## src/rtl/seg_display_scanner.sv

```systemverilog
// Multiplexed seven-segment display scanner with a small register bank.
// One digit is driven at a time; a programmable tick advances the scan
// index and a slower blink phase gates digits selected in the blink mask.
// All outputs are active-low.
// Optional feature: define SEG_READBACK_EN to enable registered bus reads;
// without it read_data_out is tied to 0 and no read mux exists.
module seg_display_scanner #(
  parameter int DIGITS    = 8,
  parameter int CLK_DIV   = 50000,
  parameter int BLINK_DIV = 250
) (
  input  logic              clock,
  input  logic              reset,
  input  logic              write_enable,
  input  logic              cs,
  input  logic [3:0]        address,
  input  logic [15:0]       write_data_in,
  output logic [15:0]       read_data_out,
  output logic [DIGITS-1:0] enable,
  output logic [7:0]        value
);

  localparam int TW = $clog2(CLK_DIV);
  localparam int BW = (BLINK_DIV > 1) ? $clog2(BLINK_DIV) : 1;
  localparam logic [TW-1:0] TICK_LOAD  = TW'(CLK_DIV - 1);
  localparam logic [BW-1:0] BLINK_LAST = BW'(BLINK_DIV - 1);
  localparam logic [2:0]    LAST_IDX   = 3'(DIGITS - 1);

  logic [15:0]   data_lo;
  logic [15:0]   data_hi;
  logic [7:0]    on_mask;
  logic [7:0]    dp_mask;
  logic [7:0]    blink_mask;

  logic [TW-1:0] tick_cnt;
  logic          tick;
  logic [2:0]    scan_idx;
  logic [BW-1:0] blink_cnt;
  logic          blink_phase;

  logic [2:0]        idx_nxt;
  logic [BW-1:0]     blink_cnt_nxt;
  logic              phase_nxt;
  logic [31:0]       data_all;
  logic [3:0]        nibble;
  logic [6:0]        seg;
  logic [DIGITS-1:0] enable_d;

  logic wr;
  assign wr   = cs & write_enable;
  assign tick = (tick_cnt == '0);

  // Free-running tick divider: counts down and reloads on the tick cycle.
  always_ff @(posedge clock or negedge reset) begin
    if (!reset) begin
      tick_cnt <= TICK_LOAD;
    end else if (tick) begin
      tick_cnt <= TICK_LOAD;
    end else begin
      tick_cnt <= tick_cnt - 1'b1;
    end
  end

  // Register bank writes; the upper data word only exists for 8 digits.
  always_ff @(posedge clock or negedge reset) begin
    if (!reset) begin
      data_lo    <= '0;
      data_hi    <= '0;
      on_mask    <= '0;
      dp_mask    <= '0;
      blink_mask <= '0;
    end else if (wr) begin
      case (address)
        4'h0: data_lo <= write_data_in;
        4'h2: if (DIGITS == 8) data_hi <= write_data_in;
        4'h4: begin
          on_mask <= write_data_in[15:8];
          dp_mask <= write_data_in[7:0];
        end
        4'h6: blink_mask <= write_data_in[7:0];
        default: ;
      endcase
    end
  end

  // Next scan position, blink phase and the decoded digit for that position.
  // Register values used here are those before any write on the same edge.
  always_comb begin
    idx_nxt       = (scan_idx == LAST_IDX) ? 3'd0 : scan_idx + 3'd1;
    blink_cnt_nxt = blink_cnt + 1'b1;
    phase_nxt     = blink_phase;
    if (blink_cnt == BLINK_LAST) begin
      blink_cnt_nxt = '0;
      phase_nxt     = ~blink_phase;
    end
    data_all = {data_hi, data_lo};
    nibble   = data_all[{idx_nxt, 2'b00} +: 4];
    case (nibble)
      4'h0: seg = 7'b0000001;
      4'h1: seg = 7'b1001111;
      4'h2: seg = 7'b0010010;
      4'h3: seg = 7'b0000110;
      4'h4: seg = 7'b1001100;
      4'h5: seg = 7'b0100100;
      4'h6: seg = 7'b0100000;
      4'h7: seg = 7'b0001111;
      4'h8: seg = 7'b0000000;
      4'h9: seg = 7'b0000100;
      4'hA: seg = 7'b0001000;
      4'hB: seg = 7'b1100000;
      4'hC: seg = 7'b0110001;
      4'hD: seg = 7'b1000010;
      4'hE: seg = 7'b0110000;
      default: seg = 7'b0111000;
    endcase
    enable_d = '1;
    if (on_mask[idx_nxt] && !(blink_mask[idx_nxt] && phase_nxt)) begin
      enable_d[idx_nxt] = 1'b0;
    end
  end

  // Scan state and display outputs advance only on the tick.
  always_ff @(posedge clock or negedge reset) begin
    if (!reset) begin
      scan_idx    <= '0;
      blink_cnt   <= '0;
      blink_phase <= 1'b0;
      enable      <= '1;
      value       <= 8'hFF;
    end else if (tick) begin
      scan_idx    <= idx_nxt;
      blink_cnt   <= blink_cnt_nxt;
      blink_phase <= phase_nxt;
      enable      <= enable_d;
      value       <= {seg, ~dp_mask[idx_nxt]};
    end
  end

`ifdef SEG_READBACK_EN
  logic [15:0] rd_mux;

  // Read mux over the register map; unmapped offsets read as 0.
  always_comb begin
    rd_mux = '0;
    case (address)
      4'h0: rd_mux = data_lo;
      4'h2: rd_mux = data_hi;
      4'h4: rd_mux = {on_mask, dp_mask};
      4'h6: rd_mux = {8'h00, blink_mask};
      4'h8: rd_mux = {11'd0, blink_phase, 1'b0, scan_idx};
      default: rd_mux = '0;
    endcase
  end

  // Read data loads on a selected non-write cycle and holds otherwise.
  always_ff @(posedge clock or negedge reset) begin
    if (!reset) begin
      read_data_out <= '0;
    end else if (cs && !write_enable) begin
      read_data_out <= rd_mux;
    end
  end
`else
  assign read_data_out = '0;
`endif

endmodule

```

## config.mk

```make
export PLATFORM = sky130hd
export DESIGN_NAME = seg_display_scanner
export DESIGN_NICKNAME = d
export VERILOG_FILES = /design/src/rtl/seg_display_scanner.sv
export SDC_FILE = /design/constraint.sdc
export NUM_CORES = 1
export LEC_CHECK = 0
export ABC_AREA = 1
export CAP_MARGIN = 10
export CELL_PAD_IN_SITES_DETAIL_PLACEMENT = 2
export CELL_PAD_IN_SITES_GLOBAL_PLACEMENT = 2
export CORE_AREA = 2 2 131 133
export CTS_CLUSTER_DIAMETER = 200
export CTS_CLUSTER_SIZE = 10
export DETAILED_ROUTE_END_ITERATION = 16
export DIE_AREA = 0 0 133 135
export PLACE_DENSITY = 0.81
export SLEW_MARGIN = 0
export SYNTH_ARGS = -nofsm -noshare
export SYNTH_HDL_FRONTEND = slang
export SYNTH_SLANG_ARGS = --single-unit
```

## constraint.sdc

```tcl
create_clock -name clock -period 3.25 [get_ports clock]
set_input_delay 0.65 -clock clock [delete_from_list [all_inputs] [get_ports clock]]
set_output_delay 0.65 -clock clock [all_outputs]
set_load 0.05 [all_outputs]
```

Word-level counts from Yosys, hierarchy flattened. Memories as Yosys holds them, arrays and structs flattened. A register that Yosys moved wholly into a read port is not among the register bits. Cells that the tools add are included.

Output and inout bits: 32. Bits in registers: 100. ROM bits: 112. RAM bits: 0. Bits of input ports: 24. Latch bits: 0. Word-level logic and storage cells: 51. Memories kept: 1.

Memory list: (no name shown) (depth 16, width 7, read ports 1, clocked after memory_dff 1, wr ports 0, RTL line 98) `case (nibble)`.

Multiplexer cells: 13. Div/mod/pow operators: 0. Eq/ne operators: 5. $mul: 0. Magnitude comparators: 2. Reduce and logical (&&, ||, !) cells: 11. Bitwise logic cells: 4. Shift operators: 1. $add $sub $neg: 3.

Operator list (number): 32-bit by 6-bit indexed part select with 4-bit output (1); 16-bit zero test (1); 16-bit 2-to-1 mux (1); 8-bit 2-to-1 mux (2); 16-bit by 1-bit subtractor with 16-bit output, second input constant (1); 1-bit binary-select mux with 3-bit select (3); 8-bit by 1-bit adder with 8-bit output, second input constant (1); 4-bit by 3-bit == test with 1-bit output, second input constant (2); 8-bit == test, second input constant (1); 8-bit NOT (1); 2-bit AND reduction (4); 1-bit 2-to-1 mux (5); 4-bit by 2-bit == test with 1-bit output, second input constant (1); 4-bit zero test (1); 3-bit by 4-bit < comparator with 1-bit output, second input constant (1); 3-bit by 1-bit adder with 3-bit output, second input constant (1); 1-bit demux with 3-bit select (1); 3-bit == test, second input constant (1); 3-bit by 1-bit >= comparator with 1-bit output, second input constant (1); 1-bit logical AND (3); 3-bit 2-to-1 mux (1); 1-bit zero test (2); 1-bit NOT (2); 1-bit AND (1).

Logic depth before layout (Yosys ltp). Gate-level depths: netlist of run 1.

Depth in word-level cells: 8. Depth in mapped cells: 19. Gate-level depth less buffers: 18.

Worst setup path before layout of run 1. No wires, ideal clock.

Path kind: reg2reg. Start point: register scan_idx[0]. End point: register value[7]. Library setup time: 0.076 ns. Period minus slack after synthesis: 2.275 ns. Buffers on the path: 1. Slack: 0.975 ns. Stages on the path, launching flop included: 16. Arrival time: 2.199 ns. Required time: 3.174 ns. Cell sequence: dfrtp_1 > ha_1 > ha_1 > nor2_4 > buf_4 > nand2_1 > nand3_1 > nand3_1 > nand2_2 > inv_1 > ha_1 > nand3b_1 > nand3_1 > nand2_1 > nand2_1 > nand2_1.

Word-level cells in the longest chain between the ends: 3. Elaborated cells between the ends (all ways): 4. Classes of those cells: 1 x add/sub; 1 x eq/ne; 1 x shift; 1 x mux.

Ends and longest elaborated chain: start: declaration (RTL line 37) `logic [2:0] scan_idx;`; start signal: assignment (RTL line 131) `scan_idx <= idx_nxt;`; 3-bit by 1-bit adder with 3-bit output or 3-bit == test (tied branches) (RTL line 89) `idx_nxt = (scan_idx == LAST_IDX) ? 3'd0 : scan_idx + 3'd1;`; 3-bit 2-to-1 mux * (RTL line 89); 32-bit by 6-bit indexed part select with 4-bit output * (RTL line 97) `nibble = data_all[{idx_nxt, 2'b00} +: 4];`; end: declaration (RTL line 20) `output logic [7:0] value`.

Every way passes the cells marked *; elsewhere a longest branch is shown, timed or not. A chain may end at the register's enable or synchronous reset.

Worst setup path in the final report of run 1.
Start point: register scan_idx[0]. End point: register value[3].

The elaborated chain is that of the path after synthesis.

==> results of run 1 <==
flip-flops by register name (all words and copies together), names as in the netlist:
signal,count
blink_cnt,8
blink_mask,8
blink_phase,1
data_hi,16
data_lo,16
dp_mask,8
enable,8
on_mask,8
scan_idx,3
tick_cnt,16
value,8
routing by layer:
metal  up-vias  GRT usage [%]
li1       2238              -
met1      2338           22.1
met2        45           36.4
met3        18           3.72
met4         0           5.79
met5         -              0
through the flow:
step	setup WS (ns)	cell area (um^2)	hold WS (ns)	std cells	total power, uW
after global placement	0.646	5930	0.436	942	1910
after global routing	0.238	6220	0.344	958	3180
after CTS	0.469	6220	0.323	958	3050
after detailed placement	0.509	5930	0.438	942	1950
after floorplan	0.975	5450	0.354	713	1780
final	0.490	6220	0.312	958	3000
cells in the final DEF (no fill, tap or decap), types with 2 or more instances in the layout:
master	n
nand3_1	51
nor3b_1	3
o21ai_0	74
or2_2	11
nand2_1	207
nand2_4	4
o21ai_1	4
nand2_2	6
ha_1	12
conb_1	16
o22ai_1	4
buf_4	7
clkdlybuf4s50_1	38
clkbuf_8	2
nor2_4	2
a21oi_1	8
nand4_1	6
dfstp_2	25
nor2_1	48
clkinvlp_4	2
inv_2	5
inv_1	83
inv_6	2
a31oi_1	2
dfrtp_1	75
o31ai_1	4
nor3_1	9
xor2_1	6
nand3_2	2
clkbuf_16	9
where the power goes:
part	total, uW	internal, uW	switching [uW]
Combinational	470	159	311
Clock	1070	568	506
Sequential	1460	1380	80.0
Total	3000	2100	897
critical path, cell delays in order, from the launching register on:
cell,delay (ns)
dfrtp_1,0.48
ha_1,0.24
ha_1,0.24
nor2_4,0.43
nand2_1,0.12
nand2_1,0.10
nand2_1,0.05
nand2_1,0.07
nand2_1,0.07
nand2_2,0.14
ha_1,0.21
nand3_1,0.15
o21ai_0,0.21
nor2_1,0.07
nor2_1,0.09
final timing paths:
kind	startpoint	to	slack [ns]	cells past startpoint
setup / recovery	scan_idx[0]$_DFFE_PN0P_	value[3]$_DFFE_PN1P_	0.49	14
hold / removal	reset	tick_cnt[4]$_DFF_PN0_	0.31	1
setup reg to reg	scan_idx[0]$_DFFE_PN0P_	value[3]$_DFFE_PN1P_	0.49	14
hold reg to reg	tick_cnt[0]$_DFF_PN1_	tick_cnt[0]$_DFF_PN1_	0.45	1
max in group asynchronous	reset	enable[1]$_DFFE_PN1P_	1.99	3
min in group clock	tick_cnt[0]$_DFF_PN1_	tick_cnt[0]$_DFF_PN1_	0.45	1
final cells by class:
cell class                      count  area [um^2]
Timing Repair Buffer               46          453
Inverter                           90          340
Multi-Input combinational cell    486         2330
Clock inverter                      5         41.3
Fill cell                        1934        10200
Clock buffer                       11          253
Tap cell                          220          275
Sequential cell                   100         2530
logic make-up after synthesis:
group,count (synthesis),share of synthesized area [%]
fa+ha+maj,12,2.78
flops,100,47.0
buf+inv,127,11.0
xor+xnor,7,1.14
simple gates,352,28.4
compound gates,99,9.71
other cells,1,0.0695
==> summary.txt, run 1 <==
Outcome
  – Run status: finished, final reports clean

Routing
  – Met3 WL post-DR: between 300 and 400 um
  – Length of routed wiring on met1: 6620 um
  – Met2 wire len: 8680 um
  – Vias per cell: just under 5
  – Number of DRC markers in iteration 0: 146
  – Top Metal Used: met4
  – Post-detailed-route count of antenna-violating nets: 0
  – Drt wl/cell: approximately 17 um
  – DRC Markers: 0
  – Via Count: 4639
  – DRT Wirelength: roughly 16000 um
  – Drt pass-1 iters: 4

Synth
  – Syn Area/Cell: 7.73 um^2
  – Most frequent cell after synthesis: nand2_1
  – Seq/Total Area, Yosys: ~47%
  – Ys Warns: 0
  – EDFF count, synth: 0
  – Netlist Area Pre-Place: about 0.0054 mm^2
  – Main area contributors after synthesis: dfrtp_1 35%, nand2_1 14%, dfstp_2 12%, o21ai_0 6.9%, inv_1 5.8%
  – Mapped Cells: 698
  – FF+latch count, synth: 100
  – Ys flop type: dfrtp_1
  – Synth top cells by count: 207 x nand2_1, 83 x inv_1, 75 x dfrtp_1
  – Unique cell type count in the Yosys netlist: 38
  – Top cell type by total area after synthesis: dfrtp_1
  – Synth top area share: 34.8%
  – Async set or reset register ratio after synthesis: 100%

Pwr
  – Leakage power figure: approximately 0.0030 uW
  – Pwr/cell area: 482 mW/mm^2
  – VDD IR max: 0.000358 V

CTS
  – Clock sink total: 100
  – Reg clk slew, reported paths: 0.07 ns
  – H-tree levels: 3
  – Cts repair resizes: 0
  – Post-CTS Setup Bufs: 0
  – CTS Root Buffer Type: clkbuf_16
  – CTS tree: yes
  – Total CTS buffers: 9
  – Cts hold-fix bufs: 0
  – Clk Latency, worst-skew pair: approximately 0.36 ns
  – Clock buffer depth: 2

Critical path
  – Setup crit end kind: flop
  – Worst setup path category: flop to flop
  – WP data arrival: between 3 and 4 ns
  – Crit Path Max Fanout: 20
  – Critical Path RT: approximately 3.5 ns
  – Startpoint types: flop

Hold path
  – Hold WC Path Type: primary input to asynchronous set/reset pin

GRT
  – First-pass GRT wire length: 27400 um
  – Pin count of the biggest net entering global routing: 49
  – GRT Total Usage: 19.3%
  – Vias in the first global route: 5341
  – Initial antenna violation count: 0
  – GRT overflow: 0

STA
  – Fmax: 362 MHz
  – Final period util: a little over four fifths
  – Fin Clk Skew: 0.0119 ns
  – Post-Route Setup TNS: 0 ns
  – Final max-slew violation count: 0
  – Relative slew slack: around 56%
  – Post-layout minimum cycle time: ~2.8 ns
  – Final hold violation count: 0
  – Unrepaired setup endpoints after global routing: false
  – Final Setup Violations: 0
  – Least-Margin Pin Slew: 0.658 ns

Finish
  – Share of cells above drive strength 1: 11.2%
  – Final core occ: 37.9%
  – # diodes: 0
  – Layout Area Growth over Synthesis: 15.3%
  – Nets@finish: 769

Die
  – Core ar.: between 0.015 and 0.02 mm^2
  – IO Count: 56
  – Initial Util: 32.9%
  – Die H: ~140 um
  – Die ar.: about 0.018 mm^2
  – Row Count: 47
  – Die width: 133 um

Placement
  – RD Place Congestion: approximately 0.85
  – Number of port buffers: 39
  – DP Wirelength: between 10000 and 15000 um

Flow run
  – Max Cap Viol: 0
Power figures use the tool's default switching activity.
==> inputs of run 2 (changes only) <==
--- a/config.mk
+++ b/config.mk
@@ -9,12 +9,12 @@
 export CAP_MARGIN = 10
 export CELL_PAD_IN_SITES_DETAIL_PLACEMENT = 2
 export CELL_PAD_IN_SITES_GLOBAL_PLACEMENT = 2
-export CORE_AREA = 2 2 131 133
+export CORE_AREA = 2 2 138 140
 export CTS_CLUSTER_DIAMETER = 200
 export CTS_CLUSTER_SIZE = 10
 export DETAILED_ROUTE_END_ITERATION = 16
-export DIE_AREA = 0 0 133 135
-export PLACE_DENSITY = 0.81
+export DIE_AREA = 0 0 140 142
+export PLACE_DENSITY = 0.77
 export SLEW_MARGIN = 0
 export SYNTH_ARGS = -nofsm -noshare
 export SYNTH_HDL_FRONTEND = slang
==> constraint.sdc (replaced) <==
create_clock -name clock -period 2.3 [get_ports clock]
set_input_delay 0.46 -clock clock [delete_from_list [all_inputs] [get_ports clock]]
set_output_delay 0.46 -clock clock [all_outputs]
set_load 0.05 [all_outputs]
==> summary.txt, run 2 (synthesized netlist as in run 1, its figures left out) <==
Pwr
  – Leakage power figure: 0.00311 uW
  – VDD IR max: about 0.00035 V
  – Internal power: ~3200 uW
  – Switching pwr: around 1300 uW
  – Sw frac: 28.9%
  – Gate power share: 15.3%
  – Power, Total: 4430 uW
  – Clock share of power: a little under two fifths
  – Flop pwr share: 46.7%
  – Pwr/cell area: 684 mW/mm^2

Finish
  – Design Area, Final: 0.00648 mm^2
  – Commonest cells after routing, fill and taps aside: 207 x nand2_1, 82 x inv_1, 75 x dfrtp_1, 72 x o21ai_0, 48 x nand3_1
  – Share of cells above drive strength 1: 14.3%
  – Nets@finish: 787
  – # diodes: 0
  – Layout Area Growth over Synthesis: 20.1%
  – Biggest regs: data_hi: 16 flops, data_lo: 16 flops, tick_cnt: 16 flops
  – Most common cell after layout, fill and taps aside: nand2_1

STA
  – Fin Clk Skew: 0.00567 ns
  – Hold Slack: 0.455 ns
  – Fmax: 459 MHz
  – Post-Route Setup TNS: 0 ns
  – Relative slew slack: 64.9%
  – Final period util: 94.7%
  – Post-layout minimum cycle time: 2.18 ns
  – Least-Margin Pin Slew: 0.525 ns
  – Final max-slew violation count: 0
  – Final Setup Violations: 0
  – Final hold violation count: 0

GRT
  – Initial antenna violation count: 0
  – Vias in the first global route: roughly 5.2k
  – First-pass GRT wire length: 26900 um
  – Pin count of the biggest net entering global routing: 52
  – GRT overflow: 0
  – GRT Total Usage: 17.0%

Critical path
  – Setup crit end kind: flop
  – Critical Path RT: 2.59 ns
  – Worst setup path category: flop to flop
  – WP data arrival: between 2 and 2.5 ns
  – Crit Path Max Fanout: 12
  – Worst reg-to-reg path cell count: 15
  – Startpoint types: flop

Placement
  – Number of port buffers: 39
  – RD Place Congestion: approximately 0.83
  – Post-DP Area: 0.00605 mm^2
  – DP Wirelength: 11900 um

Routing
  – Drt pass-1 iters: 4
  – DRT Wirelength: 15800 um
  – Drt wl/cell: 16.0 um
  – Vias per cell: about 4.7
  – Number of DRC markers in iteration 0: 179
  – Post-detailed-route count of antenna-violating nets: 0
  – Via Count: ~4.6k
  – DRC Markers: 0

Die
  – Row Count: 50
  – Core ar.: ~0.018 mm^2
  – Initial Util: 29.2%
  – IO Count: 56
  – Die ar.: just under 0.02 mm^2
  – Die width: 140 um
  – Die H: 142 um

CTS
  – CTS tree: yes
  – H-tree levels: 3
  – CTS Root Buffer Type: clkbuf_16
  – Reg clk slew, reported paths: 0.07 ns
  – Clock buffer depth: 2
  – Clk Latency, worst-skew pair: approximately 0.36 ns
  – Clock sink total: 100
  – Total CTS buffers: 9

Flow run
  – Max Cap Viol: 0

Outcome
  – Run status: finished, final reports clean

Hold path
  – Hold WC Path Type: flop to flop
  – Worst Hold Path Cells: 1
run 2: cell count changes in the layout (fill, tap and decap cells not counted), sizes merged:
cell,delta
clkinvlp,-1
dlygate4sd3,+1
clkbuf,-1
bufinv,+2
buf,+17
run 2: per-stage QoR:
stage	setup slack [ns]	utilization (%)	instances
2_1_floorplan	0.0251	-	713
3_3_place_gp	0.0605	32.8	970
3_5_place_dp	-0.0638	32.8	970
4_1_cts	0.00502	34.8	990
5_1_grt	-0.00763	35.1	990
6_report	0.121	35.1	990
run 2: routing by layer:
layer,routed length (um),track usage [%],part of all wire (%),vias to the layer above
met4,255,4.41,1.6,0
met3,319,3.47,2.0,16
met2,8370,31.3,53,37
li1,-,-,-,2277
met5,0,0,0,-
met1,6900,20.4,44,2311
run 2: worst max-delay path: stages (launching register included):
cell and delay, ns:
dfrtp_1 0.38, ha_2 0.20, ha_4 0.19, nor2_4 0.10, buf_12 0.14, nand2_1 0.06
nand2_1 0.07, nand2_1 0.08, nand3_2 0.08, nand2_2 0.10, buf_4 0.15, ha_1 0.26
nand3_1 0.08, nand2_1 0.05, nor2_1 0.12, nor2_1 0.05
run 2: power by group through the flow:
stage | combinational [uW] | sequential (uW) | clock (uW)
2_1_floorplan | 460 | 2050 | 0
3_3_place_gp | 627 | 2090 | 0
3_5_place_dp | 671 | 2100 | 0
4_1_cts | 682 | 2070 | 1730
5_1_grt | 786 | 2090 | 1800
6_report | 677 | 2070 | 1690
run 2: path summary, 6_finish.rpt:
kind	from	to	slack [ns]
max reg2reg	scan_idx[0]$_DFFE_PN0P_	value[6]$_DFFE_PN1P_	0.12
min	tick_cnt[0]$_DFF_PN1_	tick_cnt[0]$_DFF_PN1_	0.46
min reg2reg	tick_cnt[0]$_DFF_PN1_	tick_cnt[0]$_DFF_PN1_	0.46
max	scan_idx[0]$_DFFE_PN0P_	value[6]$_DFFE_PN1P_	0.12
min in group asynchronous	reset	blink_cnt[7]$_DFFE_PN0P_	0.54
max in group asynchronous	reset	blink_mask[7]$_DFFE_PN0P_	1.06
run 2: cell type report:
type	instances	area [um^2]
clock buffer	10	229
clock inverter	6	96.3
fill	2106	12000
inverter	90	345
multi-input combinational	486	2380
sequential	100	2530
tap	234	293
timing repair buffer	64	603
run 2: timing repair:
item / CTS / global route
pin swaps: 2 / 3
setup buffers: 3 / 0
hold buffers: 1 / 0
resized for setup: 2 / 14
endpoints found under the setup margin: 7 / 15
hold endpoints to repair: 16 / 0
